===== src/rtl/int_seq.sv =====
// -----------------------------------------------------------------------------
// int_seq -- execute-stage interrupt sequencer
//
// Watches the INT flag leaving the decode->ALU pipeline buffer. On a rising
// edge of that flag (seen while idle) it freezes the pipeline, pushes the
// return PC (high word, then low word) and the CCR flags onto the stack, reads
// the two-word handler address from the vector table, and then, in a single
// LOAD cycle, redirects the PC, writes back the decremented SP and clears CCR.
//
// Ports
//   clk          rising-edge clock
//   rst          asynchronous reset, active-high
//   i_int        INT level from the decode->ALU buffer
//   i_pc         return PC accompanying i_int
//   i_flags      current CCR {C,N,Z}
//   i_sp         current stack pointer
//   o_mem_req    memory request valid
//   o_mem_we     1 = write, 0 = read (valid with o_mem_req)
//   o_mem_addr   memory word address
//   o_mem_wdata  write data
//   i_mem_rdata  read data, valid in the cycle i_mem_ack is high for a read
//   i_mem_ack    request accepted/completed this cycle
//   o_stall      freeze fetch/decode and buffer enables
//   o_sp_wr      one-cycle pulse: load o_sp_next into SP
//   o_sp_next    final SP value (i_sp - 3, wrapping)
//   o_pc_load    one-cycle pulse: load o_pc_value into PC
//   o_pc_value   handler address {vec_hi, vec_lo}
//   o_flags_clr  one-cycle pulse: clear CCR (same cycle as o_pc_load)
//
// All outputs are decoded only from registered state, so there is no
// combinational path from any input to any output.
// -----------------------------------------------------------------------------
module int_seq #(
  parameter int                PC_W     = 32,
  parameter int                DATA_W   = 16,
  parameter logic [PC_W-1:0]   VEC_ADDR = 32'h0000_0002
) (
  input  logic              clk,
  input  logic              rst,
  input  logic              i_int,
  input  logic [PC_W-1:0]   i_pc,
  input  logic [2:0]        i_flags,
  input  logic [PC_W-1:0]   i_sp,
  output logic              o_mem_req,
  output logic              o_mem_we,
  output logic [PC_W-1:0]   o_mem_addr,
  output logic [DATA_W-1:0] o_mem_wdata,
  input  logic [DATA_W-1:0] i_mem_rdata,
  input  logic              i_mem_ack,
  output logic              o_stall,
  output logic              o_sp_wr,
  output logic [PC_W-1:0]   o_sp_next,
  output logic              o_pc_load,
  output logic [PC_W-1:0]   o_pc_value,
  output logic              o_flags_clr
);

  // One stack slot per push; the SP arithmetic wraps naturally at PC_W bits.
  localparam logic [PC_W-1:0]   SP_STEP     = {{(PC_W-1){1'b0}}, 1'b1};
  localparam logic [PC_W-1:0]   VEC_ADDR_LO = VEC_ADDR + SP_STEP;
  localparam logic [PC_W-1:0]   ADDR_ZERO   = {PC_W{1'b0}};
  localparam logic [DATA_W-1:0] DATA_ZERO   = {DATA_W{1'b0}};

  typedef enum logic [2:0] {
    S_IDLE     = 3'd0,
    S_PUSH_HI  = 3'd1,
    S_PUSH_LO  = 3'd2,
    S_PUSH_FLG = 3'd3,
    S_RD_HI    = 3'd4,
    S_RD_LO    = 3'd5,
    S_LOAD     = 3'd6
  } state_t;

  state_t            state_q, state_d;
  logic              int_q;
  logic [PC_W-1:0]   pc_q, pc_d;
  logic [2:0]        flg_q, flg_d;
  logic [PC_W-1:0]   sp_q, sp_d;
  logic [DATA_W-1:0] vec_hi_q, vec_hi_d;
  logic [DATA_W-1:0] vec_lo_q, vec_lo_d;
  logic              trig;

  // Only a low->high transition starts a sequence, so a level held high by
  // the frozen pipeline buffer cannot re-trigger once we return to IDLE.
  assign trig = i_int & ~int_q;

  // State and datapath registers.
  always_ff @(posedge clk or posedge rst) begin
    if (rst) begin
      state_q  <= S_IDLE;
      int_q    <= 1'b0;
      pc_q     <= ADDR_ZERO;
      flg_q    <= 3'b000;
      sp_q     <= ADDR_ZERO;
      vec_hi_q <= DATA_ZERO;
      vec_lo_q <= DATA_ZERO;
    end else begin
      state_q  <= state_d;
      int_q    <= i_int;
      pc_q     <= pc_d;
      flg_q    <= flg_d;
      sp_q     <= sp_d;
      vec_hi_q <= vec_hi_d;
      vec_lo_q <= vec_lo_d;
    end
  end

  // Next-state, datapath updates and Moore output decode.
  always_comb begin
    state_d     = state_q;
    pc_d        = pc_q;
    flg_d       = flg_q;
    sp_d        = sp_q;
    vec_hi_d    = vec_hi_q;
    vec_lo_d    = vec_lo_q;
    o_mem_req   = 1'b0;
    o_mem_we    = 1'b0;
    o_mem_addr  = ADDR_ZERO;
    o_mem_wdata = DATA_ZERO;
    o_stall     = 1'b0;
    o_sp_wr     = 1'b0;
    o_sp_next   = ADDR_ZERO;
    o_pc_load   = 1'b0;
    o_pc_value  = ADDR_ZERO;
    o_flags_clr = 1'b0;

    case (state_q)
      S_IDLE: begin
        // Edges arriving while busy are deliberately not remembered.
        if (trig) begin
          pc_d    = i_pc;
          flg_d   = i_flags;
          sp_d    = i_sp;
          state_d = S_PUSH_HI;
        end else begin
          state_d = S_IDLE;
        end
      end

      S_PUSH_HI: begin
        o_stall     = 1'b1;
        o_mem_req   = 1'b1;
        o_mem_we    = 1'b1;
        o_mem_addr  = sp_q;
        o_mem_wdata = pc_q[PC_W-1 -: DATA_W];
        if (i_mem_ack) begin
          sp_d    = sp_q - SP_STEP;
          state_d = S_PUSH_LO;
        end else begin
          state_d = S_PUSH_HI;
        end
      end

      S_PUSH_LO: begin
        o_stall     = 1'b1;
        o_mem_req   = 1'b1;
        o_mem_we    = 1'b1;
        o_mem_addr  = sp_q;
        o_mem_wdata = pc_q[DATA_W-1:0];
        if (i_mem_ack) begin
          sp_d    = sp_q - SP_STEP;
          state_d = S_PUSH_FLG;
        end else begin
          state_d = S_PUSH_LO;
        end
      end

      S_PUSH_FLG: begin
        o_stall     = 1'b1;
        o_mem_req   = 1'b1;
        o_mem_we    = 1'b1;
        o_mem_addr  = sp_q;
        o_mem_wdata = {{(DATA_W-3){1'b0}}, flg_q};
        if (i_mem_ack) begin
          sp_d    = sp_q - SP_STEP;
          state_d = S_RD_HI;
        end else begin
          state_d = S_PUSH_FLG;
        end
      end

      S_RD_HI: begin
        o_stall    = 1'b1;
        o_mem_req  = 1'b1;
        o_mem_we   = 1'b0;
        o_mem_addr = VEC_ADDR;
        if (i_mem_ack) begin
          vec_hi_d = i_mem_rdata;
          state_d  = S_RD_LO;
        end else begin
          state_d  = S_RD_HI;
        end
      end

      S_RD_LO: begin
        o_stall    = 1'b1;
        o_mem_req  = 1'b1;
        o_mem_we   = 1'b0;
        o_mem_addr = VEC_ADDR_LO;
        if (i_mem_ack) begin
          vec_lo_d = i_mem_rdata;
          state_d  = S_LOAD;
        end else begin
          state_d  = S_RD_LO;
        end
      end

      S_LOAD: begin
        // sp_q has already been decremented three times here.
        o_stall     = 1'b1;
        o_pc_load   = 1'b1;
        o_sp_wr     = 1'b1;
        o_flags_clr = 1'b1;
        o_pc_value  = {vec_hi_q, vec_lo_q};
        o_sp_next   = sp_q;
        state_d     = S_IDLE;
      end

      default: begin
        state_d = S_IDLE;
      end
    endcase
  end

endmodule


===== config.mk =====
export PLATFORM = sky130hd
export DESIGN_NAME = int_seq
export DESIGN_NICKNAME = d
export VERILOG_FILES = /design/src/rtl/int_seq.sv
export SDC_FILE = /design/constraint.sdc
export NUM_CORES = 1
export LEC_CHECK = 0
export ABC_AREA = 1
export ABC_CLOCK_PERIOD_IN_PS = 4800
export CORE_MARGIN = 10
export CORE_UTILIZATION = 46
export DETAILED_ROUTE_END_ITERATION = 8
export GPL_TIMING_DRIVEN = 0
export PLACE_DENSITY = 0.81
export SYNTH_ARGS = -nofsm -noshare
export SYNTH_HDL_FRONTEND = slang
export SYNTH_SLANG_ARGS = --single-unit
export TNS_END_PERCENT = 100

===== constraint.sdc =====
create_clock -name clk -period 4.8 [get_ports clk]
set_input_delay 0.96 -clock clk [delete_from_list [all_inputs] [get_ports clk]]
set_output_delay 0.96 -clock clk [all_outputs]
set_load 0.1 [all_outputs]

==> impl_metrics.sql <==
INSERT INTO impl_metrics (metric_group, metric, value, unit) VALUES
('cells_and_area', 'design.final.nets', '1140', ''),
('grt', 'grt_start_max_net_pins', '58', ''),
('drt', 'vias', '6274', ''),
('placement', 'port_buffers', '204', ''),
('logic_synthesis', 'post_synth.cell_area_avg', '7.040', 'um2'),
('logic_synthesis', 'yosysWarningCount', '0', ''),
('cells_and_area', 'layout-drive-gt1-share', '7.001', '%'),
('sta', 'rsz0062_at_grt', 'false', ''),
('sta', 'finalHoldViolations', '0', ''),
('cells_and_area', 'areaGrowthSynthToFinish', '44.35', '%'),
('job', 'drv.max_cap_violation_count', '0', ''),
('logic_synthesis', 'synthCells', '836', ''),
('worst_setup_path', 'worst-r2r-cell-count', '11', ''),
('clocking', 'tritoncts_num_sinks', '103', ''),
('worst_setup_path', 'crit_path_end_kind', 'output port', ''),
('sta', 'worst_clock_skew', '7.807', 'ps'),
('clocking', 'cts.path.max_buffers', '2', ''),
('worst_setup_path', 'startpoint_type', 'flop', ''),
('placement', 'gp_congestion', '0.9263', ''),
('drt', 'remaining_number_of_nets_flagged_by_the_antenna_check_after_routing', '0', ''),
('logic_synthesis', 'postSynthRegisterBits', '103', ''),
('placement', 'place.detailed.hpwl', '15910', 'um'),
('clocking', 'clkTransAtPathRegs', '70', 'ps'),
('clocking', 'ctsResizeCount', '0', ''),
('drt', 'drt-total-wl', '20590', 'um'),
('clocking', 'tritoncts_clock_tree', 'built', ''),
('logic_synthesis', 'synth.yosys.seq_area_share', '43.79', '%'),
('worst_setup_path', 'critical_path.max_stage_delay', '1180', 'ps'),
('drt', 'firstDrtPassIters', '5', ''),
('grt', 'grt_usage', '23.13', '%'),
('worst_setup_path', 'critPathSlowestCell', 'sky130_fd_sc_hd__clkdlybuf4s50_1', ''),
('floorplanning', 'core_area', '12570', 'um2'),
('sta', 'timing_worst_slew_pin_value', '1025', 'ps'),
('sta', 'max_freq', '0.2413', 'GHz'),
('sta', 'setup_viol', '0', ''),
('clocking', 'clockRootBuffer', 'sky130_fd_sc_hd__clkbuf_16', ''),
('worst_setup_path', 'worst-path-max-fanout', '10', ''),
('logic_synthesis', 'synth-edff-count', '0', ''),
('clocking', 'clock_latency', '350', 'ps'),
('floorplanning', 'initial_utilization', '46.83', '%'),
('logic_synthesis', 'synth_top_flop_cell', 'sky130_fd_sc_hd__dfrtp_1', ''),
('sta', 'finalCriticalPeriod', '4144', 'ps'),
('clocking', 'hold_buffers', '0', ''),
('worst_setup_path', 'path_cells', 'inv_1, nor3_2, buf_2, nand2_1, o21ai_0, clkdlybuf4s50_1', ''),
('logic_synthesis', 'ys_types', '31', ''),
('min_path', 'holdPathStages', '2', ''),
('sta', 'worst_slew_margin_rel', '31.43', '%'),
('worst_setup_path', 'worst-endpoint-required', '3840', 'ps'),
('worst_setup_path', 'worst_ep_arrival_time', '3180', 'ps'),
('floorplanning', 'fp.dieArea', '17720', 'um2'),
('cells_and_area', 'fillerInstances', '1113', ''),
('drt', 'route.detailed.drc', '0', ''),
('cells_and_area', 'multiInputGateArea', '2592', 'um2'),
('grt', 'first_global_vias', '6328', ''),
('grt', 'grt_remaining_overflow', '0', ''),
('cells_and_area', 'sequential_cell_area', '2577', 'um2'),
('sta', 'hold_slack', '491.6', 'ps'),
('floorplanning', 'placementRows', '41', ''),
('outcome', 'outcome', 'finished, final reports clean', ''),
('drt', 'via_per_inst', '5.101', ''),
('clocking', 'cts_post_setup_buffers_inserted', '0', ''),
('drt', 'routedWlPerCell', '16.74', 'um'),
('min_path', 'hold_path_class', 'flop to flop', ''),
('logic_synthesis', 'fraction_of_registers_with_async_set_or_reset_after_synthesis', '100.0', '%'),
('worst_setup_path', 'worst-setup-path-type', 'flop to output port', ''),
('floorplanning', 'dieWidth', '133.1', 'um'),
('grt', 'grt_pass1_wl', '33290', 'um'),
('sta', 'period_share', '86.33', '%'),
('clocking', 'cts-htree-levels', '3', ''),
('sta', 'slew_violations', '0', ''),
('logic_synthesis', 'synth_area', '5886', 'um2'),
('drt', 'drt_iter0_drc', '540', ''),
('grt', 'antenna_found_initial', '0', ''),
('logic_synthesis', 'syn_nets', '924', ''),
('floorplanning', 'die_height', '133.1', 'um'),
('clocking', 'total_clock_buffers_created_by_cts', '9', ''),
('floorplanning', 'ioPinCount', '205', '');
placed cells by master, fill, tap and decap left out, types with 3 or more instances in the layout:
master / n
sky130_fd_sc_hd__a21oi_1: 40
sky130_fd_sc_hd__a21oi_2: 3
sky130_fd_sc_hd__a22oi_1: 5
sky130_fd_sc_hd__a31oi_1: 5
sky130_fd_sc_hd__buf_1: 7
sky130_fd_sc_hd__buf_2: 17
sky130_fd_sc_hd__buf_4: 4
sky130_fd_sc_hd__buf_6: 3
sky130_fd_sc_hd__clkbuf_1: 10
sky130_fd_sc_hd__clkbuf_16: 9
sky130_fd_sc_hd__clkdlybuf4s50_1: 204
sky130_fd_sc_hd__dfrtp_1: 103
sky130_fd_sc_hd__inv_1: 132
sky130_fd_sc_hd__inv_6: 3
sky130_fd_sc_hd__mux2_2: 19
sky130_fd_sc_hd__nand2_1: 159
sky130_fd_sc_hd__nand3_1: 38
sky130_fd_sc_hd__nand4_1: 9
sky130_fd_sc_hd__nor2_1: 184
sky130_fd_sc_hd__nor3_1: 5
sky130_fd_sc_hd__o211ai_1: 3
sky130_fd_sc_hd__o21ai_0: 68
sky130_fd_sc_hd__o21ai_1: 5
sky130_fd_sc_hd__or2_2: 4
cell families (layout without fill, tap and decap cells):
kind of cell    count (synthesis)  count (layout)  synth area share, %
compound gates                134             134                12.27
fa+ha+maj                       1               1               0.2126
buf+inv                       175             396                12.16
flops                         103             103                43.79
mux                            19              19                3.635
other cells                     0               1                    0
simple gates                  404             404                27.93
worst paths after layout:
check | startpoint | end | slack (ps)
hold / removal | vec_hi_q[7]$_DFFE_PP0P_ | vec_hi_q[7]$_DFFE_PP0P_ | 490
max in group asynchronous | rst | vec_hi_q[15]$_DFFE_PP0P_ | 3050
hold reg to reg | vec_hi_q[7]$_DFFE_PP0P_ | vec_hi_q[7]$_DFFE_PP0P_ | 490
setup reg to reg | sp_q[0]$_DFFE_PP0P_ | sp_q[28]$_DFFE_PP0P_ | 2610
min in group asynchronous | rst | sp_q[27]$_DFFE_PP0P_ | 1060
setup / recovery | state_q[1]$_DFF_PP0_ | o_mem_wdata[9] | 660
per-layer routing:
metal / share of wire (%) / GRT usage (%)
met3: 11 / 8.872
met2: 47 / 39.15
met5: 0 / 0
met1: 40 / 26.11
met4: 2.2 / 8.041
Yosys cell counts (2+ instances only):
master	count	area share, %
sky130_fd_sc_hd__a21boi_0	2	0.26
sky130_fd_sc_hd__a21oi_1	40	3.4
sky130_fd_sc_hd__a21oi_2	3	0.45
sky130_fd_sc_hd__a22oi_1	5	0.64
sky130_fd_sc_hd__a31oi_1	5	0.53
sky130_fd_sc_hd__buf_1	7	0.45
sky130_fd_sc_hd__buf_2	17	1.4
sky130_fd_sc_hd__buf_4	4	0.51
sky130_fd_sc_hd__buf_6	3	0.57
sky130_fd_sc_hd__clkbuf_1	9	0.57
sky130_fd_sc_hd__dfrtp_1	103	44
sky130_fd_sc_hd__inv_1	133	8.5
sky130_fd_sc_hd__inv_2	2	0.13
sky130_fd_sc_hd__mux2_2	19	3.6
sky130_fd_sc_hd__nand2_1	159	10
sky130_fd_sc_hd__nand3_1	38	3.2
sky130_fd_sc_hd__nand4_1	9	0.96
sky130_fd_sc_hd__nor2_1	184	12
sky130_fd_sc_hd__nor2_4	2	0.38
sky130_fd_sc_hd__nor3_1	5	0.43
sky130_fd_sc_hd__o211ai_1	3	0.38
sky130_fd_sc_hd__o21ai_0	68	5.8
sky130_fd_sc_hd__o21ai_1	5	0.43
sky130_fd_sc_hd__or2_2	4	0.43
state kept, by name, indices dropped and copies added, names as in the netlist:
register  cells
state_q       3
int_q         1
sp_q         32
vec_hi_q     16
vec_lo_q     16
pc_q         32
flg_q         3
final cells by class:
| cell class | instances | share of cell area [%] |
|---|---|---|
| Clock inverter | 6 | 1.075 |
| Buffer | 40 | 2.459 |
| Multi-Input combinational cell | 558 | 30.52 |
| Antenna cell | 1 | 0.02946 |
| Timing Repair Buffer | 205 | 24.36 |
| Tap cell | 172 | 2.533 |
| Inverter | 135 | 5.994 |
| Clock buffer | 10 | 2.695 |
| Sequential cell | 103 | 30.34 |
per-stage QoR:
step | cells | instance area (um2) | TNS, ps | utilization (%) | setup WS [ps]
5_1_grt | 1229 | 8493 | 0 | 67.58 | 537.8
3_5_place_dp | 1213 | 8173 | 0 | 65.03 | 1034
4_1_cts | 1229 | 8493 | 0 | 67.58 | 642.1
2_1_floorplan | 836 | 5886 | 0 | - | 733.5
3_3_place_gp | 1212 | 8143 | -57220 | 64.79 | -561.7
6_report | 1230 | 8496 | 0 | 67.60 | 656.0
worst max-delay path: cells and delay by family, from the launching register on:
family / cells / cell delay, ps
buf+inv: 3 / 1690
simple gates: 2 / 550
flops: 1 / 500
compound gates: 1 / 90
Power is not shown: default switching activity piles up to over one toggle a cycle in this logic, so the estimate is an artifact.
